**config.mk**
```make
export PLATFORM = sky130hd
export DESIGN_NAME = fs_port_arbiter
export DESIGN_NICKNAME = d
export VERILOG_FILES = /design/src/rtl/fs_port_arbiter.sv
export SDC_FILE = /design/constraint.sdc
export NUM_CORES = 1
export LEC_CHECK = 0
export ABC_AREA = 1
export ABC_CLOCK_PERIOD_IN_PS = 2700
export CAP_MARGIN = 20
export CORE_AREA = 3 3 94 96
export CTS_BUF_LIST = sky130_fd_sc_hd__clkbuf_2
export CTS_CLUSTER_SIZE = 20
export DETAILED_ROUTE_END_ITERATION = 12
export DIE_AREA = 0 0 97 99
export GPL_TIMING_DRIVEN = 0
export HOLD_SLACK_MARGIN = 0.15
export PLACE_DENSITY_LB_ADDON = 0.1
export SYNTH_ARGS = -nofsm -noshare
export SYNTH_HDL_FRONTEND = slang
export SYNTH_SLANG_ARGS = --single-unit
```
**constraint.sdc**
```tcl
create_clock -name clk -period 2.7 [get_ports clk]
set_input_delay 0.405 -clock clk [delete_from_list [all_inputs] [get_ports clk]]
set_output_delay 0.405 -clock clk [all_outputs]
set_load 0.005 [all_outputs]
```
**src/rtl/fs_port_arbiter.sv**
```systemverilog
`timescale 1ns/1ps
// fs_port_arbiter: shares the single framestore bus port between the edge
// detector (port 0) and the drawing/host engine (port 1). Round-robin on
// contention, one transaction in flight, grant held until fs_ack or until
// the watchdog expires.
//
// Handshake: a requester raises mX_req with addr/rnw/nbyte/w_data stable and
// holds everything until mX_ack, a one-cycle pulse (mX_err rides along on a
// timeout); it must drop or re-present req by the following cycle. Toward the
// framestore, fs_req stays high with stable fs_* until the fs_ack pulse, and
// read data is valid in the fs_ack cycle.
module fs_port_arbiter #(
  parameter int ADDR_W  = 18,
  parameter int DATA_W  = 32,
  parameter int TIMEOUT = 255
) (
  input  logic              clk,
  input  logic              rst,
  input  logic              m0_req,
  output logic              m0_ack,
  output logic              m0_err,
  input  logic [ADDR_W-1:0] m0_addr,
  input  logic              m0_rnw,
  input  logic [3:0]        m0_nbyte,
  input  logic [DATA_W-1:0] m0_w_data,
  input  logic              m1_req,
  output logic              m1_ack,
  output logic              m1_err,
  input  logic [ADDR_W-1:0] m1_addr,
  input  logic              m1_rnw,
  input  logic [3:0]        m1_nbyte,
  input  logic [DATA_W-1:0] m1_w_data,
  output logic [DATA_W-1:0] r_data,
  output logic              fs_req,
  input  logic              fs_ack,
  output logic [ADDR_W-1:0] fs_addr,
  output logic              fs_rnw,
  output logic [3:0]        fs_nbyte,
  output logic [DATA_W-1:0] fs_w_data,
  input  logic [DATA_W-1:0] fs_r_data,
  output logic              owner,
  output logic [1:0]        state_dbg
);

  // Counter only has to reach TIMEOUT-1; it is cleared on every grant.
  localparam int CNT_W = $clog2(TIMEOUT + 1);

  typedef enum logic [1:0] {
    ST_IDLE    = 2'd0,
    ST_BUSY    = 2'd1,
    ST_RELEASE = 2'd2
  } state_t;

  state_t             state_q, state_d;
  logic               sel_q, sel_d;
  logic               owner_q, owner_d;
  logic [CNT_W-1:0]   cnt_q, cnt_d;
  logic               ack0_d, ack1_d, err0_d, err1_d;
  logic [DATA_W-1:0]  r_data_d;

  // State, grant select, round-robin pointer, watchdog and registered acks.
  always_ff @(posedge clk) begin
    if (rst) begin
      state_q <= ST_IDLE;
      sel_q   <= 1'b0;
      owner_q <= 1'b1;
      cnt_q   <= '0;
      m0_ack  <= 1'b0;
      m1_ack  <= 1'b0;
      m0_err  <= 1'b0;
      m1_err  <= 1'b0;
      r_data  <= '0;
    end else begin
      state_q <= state_d;
      sel_q   <= sel_d;
      owner_q <= owner_d;
      cnt_q   <= cnt_d;
      m0_ack  <= ack0_d;
      m1_ack  <= ack1_d;
      m0_err  <= err0_d;
      m1_err  <= err1_d;
      r_data  <= r_data_d;
    end
  end

  // Next-state: arbitrate in IDLE, wait for ack or timeout in BUSY, and
  // spend one RELEASE cycle so a stale req of the acked port is not regranted.
  always_comb begin
    state_d  = state_q;
    sel_d    = sel_q;
    owner_d  = owner_q;
    cnt_d    = cnt_q;
    ack0_d   = 1'b0;
    ack1_d   = 1'b0;
    err0_d   = 1'b0;
    err1_d   = 1'b0;
    r_data_d = r_data;
    case (state_q)
      ST_IDLE: begin
        if (m0_req || m1_req) begin
          // On contention the port that did not own the bus last wins.
          sel_d   = (m0_req && m1_req) ? ~owner_q : m1_req;
          owner_d = sel_d;
          cnt_d   = '0;
          state_d = ST_BUSY;
        end
      end
      ST_BUSY: begin
        if (fs_ack) begin
          ack0_d  = ~sel_q;
          ack1_d  = sel_q;
          if (fs_rnw) r_data_d = fs_r_data;
          state_d = ST_RELEASE;
        end else if (cnt_q == CNT_W'(TIMEOUT - 1)) begin
          ack0_d   = ~sel_q;
          ack1_d   = sel_q;
          err0_d   = ~sel_q;
          err1_d   = sel_q;
          r_data_d = '0;
          state_d  = ST_RELEASE;
        end else begin
          cnt_d = cnt_q + CNT_W'(1);
        end
      end
      ST_RELEASE: state_d = ST_IDLE;
      default:    state_d = ST_IDLE;
    endcase
  end

  // Framestore side: request tracks BUSY, payload muxed on the registered select.
  assign fs_req    = (state_q == ST_BUSY);
  assign fs_addr   = sel_q ? m1_addr   : m0_addr;
  assign fs_rnw    = sel_q ? m1_rnw    : m0_rnw;
  assign fs_nbyte  = sel_q ? m1_nbyte  : m0_nbyte;
  assign fs_w_data = sel_q ? m1_w_data : m0_w_data;
  assign owner     = owner_q;
  assign state_dbg = state_q;

endmodule

```
Word level (Yosys, flattened, before mapping)
Index checks and enable logic that the tools add are counted.
{"block": "classes", "add_sub_neg": 1, "n_mul": 0, "div": 0, "n_lt_le_gt_ge": 0, "eq_ne": 7, "shifts": 0, "muxes": 20, "bitwise": 3, "reduce_logical": 11}
{"operator": "two-way mux 32 bit", "count": 4}
{"operator": "two-way mux 8 bit", "count": 3}
{"operator": "two-way mux 18 bit", "count": 1}
{"operator": "case mux 8 bit (2 select lines)", "count": 1}
{"operator": "adder 8 x 1 -> 8 bit, second input constant", "count": 1}
{"operator": "== test 8 bit, second input constant", "count": 1}
{"operator": "two-way mux 1 bit", "count": 6}
{"operator": "two-way mux 2 bit", "count": 3}
{"operator": "!= test 2 bit, second input constant", "count": 3}
{"operator": "two-way mux 4 bit", "count": 1}
{"operator": "case mux 2 bit (2 select lines)", "count": 1}
{"operator": "AND reduction 2 bit", "count": 2}
{"operator": "AND reduction 4 bit", "count": 1}
{"operator": "nonzero test 2 bit", "count": 2}
{"operator": "!= test 3 x 1 -> 1 bit, second input constant", "count": 1}
{"operator": "inverter 1 bit", "count": 3}
{"operator": "AND reduction 3 bit", "count": 1}
{"operator": "OR reduction 3 bit", "count": 1}
{"operator": "== test 2 x 1 -> 1 bit, second input constant", "count": 1}
{"operator": "logical NOT 2 bit", "count": 1}
{"operator": "!= test 2 x 1 -> 1 bit, second input constant", "count": 1}
{"operator": "OR reduction 2 bit", "count": 1}
{"operator": "logical AND 1 bit", "count": 1}
{"operator": "logical OR 1 bit", "count": 1}
{"block": "totals", "regBits": 48, "latchBits": 0, "mem_bits_rw": 0, "rom_bits": 0, "output_inout_bits": 95, "word_cells": 51, "n_memories": 0}

Longest topological paths before layout
{"block": "logic_depth", "word_depth": 4, "mapped_depth": 11, "mapped_depth_nobuf": 11}

Worst setup path after synthesis
Ideal clock, no wire load.
{"block": "synth_path", "path_type": "reg-to-output", "start": "register sel_q", "end": "output port fs_addr[13]", "t_arrival_ns": 0.977, "required_time_ns": 2.295, "path_slack_ns": 1.318, "stages_incl_launch_ff": 5, "cell_sequence": "dfxtp_1 clkbuf_1 buf_2 nand2_1 nand2_1"}
{"block": "synth_via", "elab_chain_len": 1}
{"item": "start: declaration", "line_no": "55", "source": "logic sel_q, sel_d;"}
{"item": "start signal: assignment", "line_no": "75", "source": "sel_q <= sel_d;"}
{"item": "two-way mux 18 bit", "line_no": "132", "source": "assign fs_addr = sel_q ? m1_addr : m0_addr;"}
{"item": "end: declaration", "line_no": "36", "source": "output logic [ADDR_W-1:0] fs_addr,"}
No other way between the ends.

Worst setup path after layout
{"block": "layout_path", "start": "register sel_q", "end": "output port fs_w_data[20]"}
{"block": "layout_via", "elab_chain_len": 1}
{"item": "two-way mux 32 bit", "line_no": "135", "source": "assign fs_w_data = sel_q ? m1_w_data : m0_w_data;"}
{"item": "end: declaration", "line_no": "39", "source": "output logic [DATA_W-1:0] fs_w_data,"}
No other way between the ends.

==> results.cfg <==
[setup_path]
r2r_cells = 10
cp_data_arrival_time_ns = 2.09
cp_slowest_stage_delay_ns = 0.53
path_delay_family = buffers and inverters
cp_data_required_time_ns = 2.30
path_max_fanout = 10
path_cells = clkbuf_2, buf_2, nand2_1, nand2_1, clkdlybuf4s50_1
ff2ff_setup_slack_ns = 1.14
reg2reg_to = cnt_q[6]
cp_slowest_cell = clkdlybuf4s50_1
timing.critical_path.from_type = flip-flop
crit_top_cell = nand2_1
critical_path_class = reg2out
cp_num_buf_inv = 3
end_kind = output pin
crit-reg2reg-launch = cnt_q[1]

[final_layout]
multi_input_area_um2 = 1410
fin_nets = 830
syn_to_final_growth_pct = 102
post_layout_nonfiller_instances = 787
fillers = 758
drive_above_1_share = 0.0425
ff_latch_area_um2 = 961
fin_util = 0.631
diodes = 0

[pwr]
pwr-share-seq = 0.431
totalPowerFinal_mw = 1.73
comb_power_share = 0.387
p_clk_frac = 0.182
power_density_nw_per_um2 = 337
p_switching_uw = 507
internal_power_mw = 1.22
netSwitchingFraction = 0.293
vdd_drop_max_mv = 0.328
p_leak_nw = 2.21

[timing]
slew_viol_final = 0
fin_crit_ns = 2.49
rsz0062_at_grt = no
slew_headroom = 0.656
setup_viol = 0
setup_ws_ns = 0.209
max_freq_ghz = 0.401
tightest_slew_ns = 0.512
final_hold_viol_count = 0
min_period_over_period = 0.923
fin_tns_setup_ns = 0
finClkSkew_ns = 0.0375

[hold_path]
hp-class = in2reg
hp-start = fs_r_data[15]
min_to = r_data[15]
hold_depth = 3

[placement]
io_buffers = 241
dp_cells = 779
place.gp.congestion = 0.995
dp_hpwl_um = 9290
dp_slack_ns = 0.521

[die]
dieArea_um2 = 9600
die_x_um = 97
die_y_um = 99
initial_core_util = 0.312
num_rows = 33
io_pins = 242
core_area_um2 = 8130

[route]
via_per_inst = 4.44
vias = 3494
drt_iter0_drc = 91
wl_per_cell_um = 14.2
firstDrtPassIters = 4
drt.antenna.violating_nets = 0
wirelength_um = 11100
drcViolationCount = 0

[yosys]
async_flop_share = 0
yosys.area.top_type_share = 0.405
yosys_most_used_dff = dfxtp_1
synth_seq_area_share = 0.379
yosys_warnings = 0
netlist_instances = 433
post-synth-top-count-cell = nand2_1
synth.distinct_cells = 22
yosys-top-cells-area = nand2_1, dfxtp_1, a21oi_1, inv_1, nor2_1
synth_edf_count = 0
yosys-top-cells-count = nand2_1, dfxtp_1, a21oi_1
avgSynthCellArea_um2 = 5.86
synth_top_area_cell = nand2_1
synth_fp_nets = 582
ys_ff_latch = 48
syn_area_um2 = 2540

[grt]
track_usage = 0.220
grt_pass1_wl_um = 17200
grt_pass1_vias = 3272
antenna_found_initial = 0
grt_overflow_total = 0
grt_start_max_net_pins = 17

[clocking]
cts-htree-levels = 2
ctsHoldBuffers = 0
numCtsBuffers = 5
cts_buffer_depth = 2
clkTransAtPathRegs_ns = 0.28
root_buffer = clkbuf_2
cts_tree = yes
cts.sinks = 48
clk_latency_ns = 0.45

[status]
status = finished clean

[flow_run]
maxCapViolCount = 0
[worst max path at each step]
| stage | start | endpoint | slack, ns | cells past startpoint |
|---|---|---|---|---|
| after floorplan | sel_q | fs_addr[13] | 1.32 | 4 |
| after global placement | sel_q | fs_w_data[20] | 0.56 | 5 |
| after detailed placement | sel_q | fs_w_data[13] | 0.52 | 5 |
| after CTS | sel_q | fs_w_data[13] | 0.06 | 6 |
| after global routing | sel_q | fs_w_data[20] | 0.04 | 5 |
| final | sel_q | fs_w_data[20] | 0.21 | 5 |
[layout by cell type (no fill, tap or decap)]
cell	instances
o21ai_1	1
a21oi_1	37
o21ai_0	1
nand2_2	2
nor2_1	12
ha_1	2
nand3b_1	1
nand4_1	3
buf_4	3
inv_6	1
dfxtp_1	48
inv_2	1
nor3_1	2
nor2_4	1
clkbuf_1	7
inv_1	17
clkinv_4	1
nor3b_1	1
buf_2	7
nand3_2	1
clkbuf_2	10
clkdlybuf4s50_1	241
nor2_2	1
nand2_1	274
clkinv_2	1
nand3_1	6
[per-stage QoR]
| step | instance area, um2 | hold WS [ns] |
|---|---|---|
| after floorplan | 2540 | 0.456 |
| after global placement | 5080 | 0.445 |
| after detailed placement | 5080 | 0.452 |
| after CTS | 5130 | 0.450 |
| after global routing | 5140 | 0.451 |
| final | 5140 | 0.463 |
[power by group through the flow]
| stage | registers [mW] | clock network (mW) | logic [mW] |
|---|---|---|---|
| floorplan | 0.759 | 0 | 0.198 |
| global placement | 0.758 | 0 | 0.662 |
| detailed placement | 0.758 | 0 | 0.670 |
| CTS | 0.746 | 0.330 | 0.673 |
| global route | 0.749 | 0.350 | 0.728 |
| finish | 0.746 | 0.315 | 0.669 |
[metal layers]
metal,track usage,share of wire,up-vias
met1,0.254,0.40,1516
met2,0.403,0.51,144
li1,-,-,1818
met3,0.0517,0.069,16
met4,0.0637,0.022,0
met5,0,0,-
[state kept, by name, summed over array words and instances, names as in the netlist]
register   cells
r_data        32
cnt_q          8
state_dbg      2
m0_ack         1
m0_err         1
m1_ack         1
m1_err         1
owner          1
sel_q          1
[logic make-up (layout without fill, tap and decap cells)]
family,Yosys count,in the layout,share of synthesized area
and+or+nand+nor,304,304,0.468
DFF,48,48,0.379
buffers and inverters,40,289,0.0670
AOI/OAI and AO/OA,39,39,0.0769
adders and majority gates,2,2,0.00986
[tightest hold or removal path, delay by kind of cell]
family | cells | cell delay (ns)
buffers and inverters | 1 | 0.40
and+or+nand+nor | 1 | 0.06
AOI/OAI and AO/OA | 1 | 0.05
[repair_timing]
action | in CTS | in global routing
buffers inserted | 0 | 0
setup endpoints to repair | 2 | 39
gates resized for setup | 1 | 7
pin swaps | 0 | 0
[layout make-up]
cell class                 count  share of cell area
multi-input combinational    345               0.274
buffer                        22              0.0212
clock inverter                 3             0.00438
sequential                    48               0.187
clock buffer                   5             0.00487
timing repair buffer         241               0.470
inverter                      18              0.0132
tap                          105              0.0256
Power figures use the tool's default switching activity.
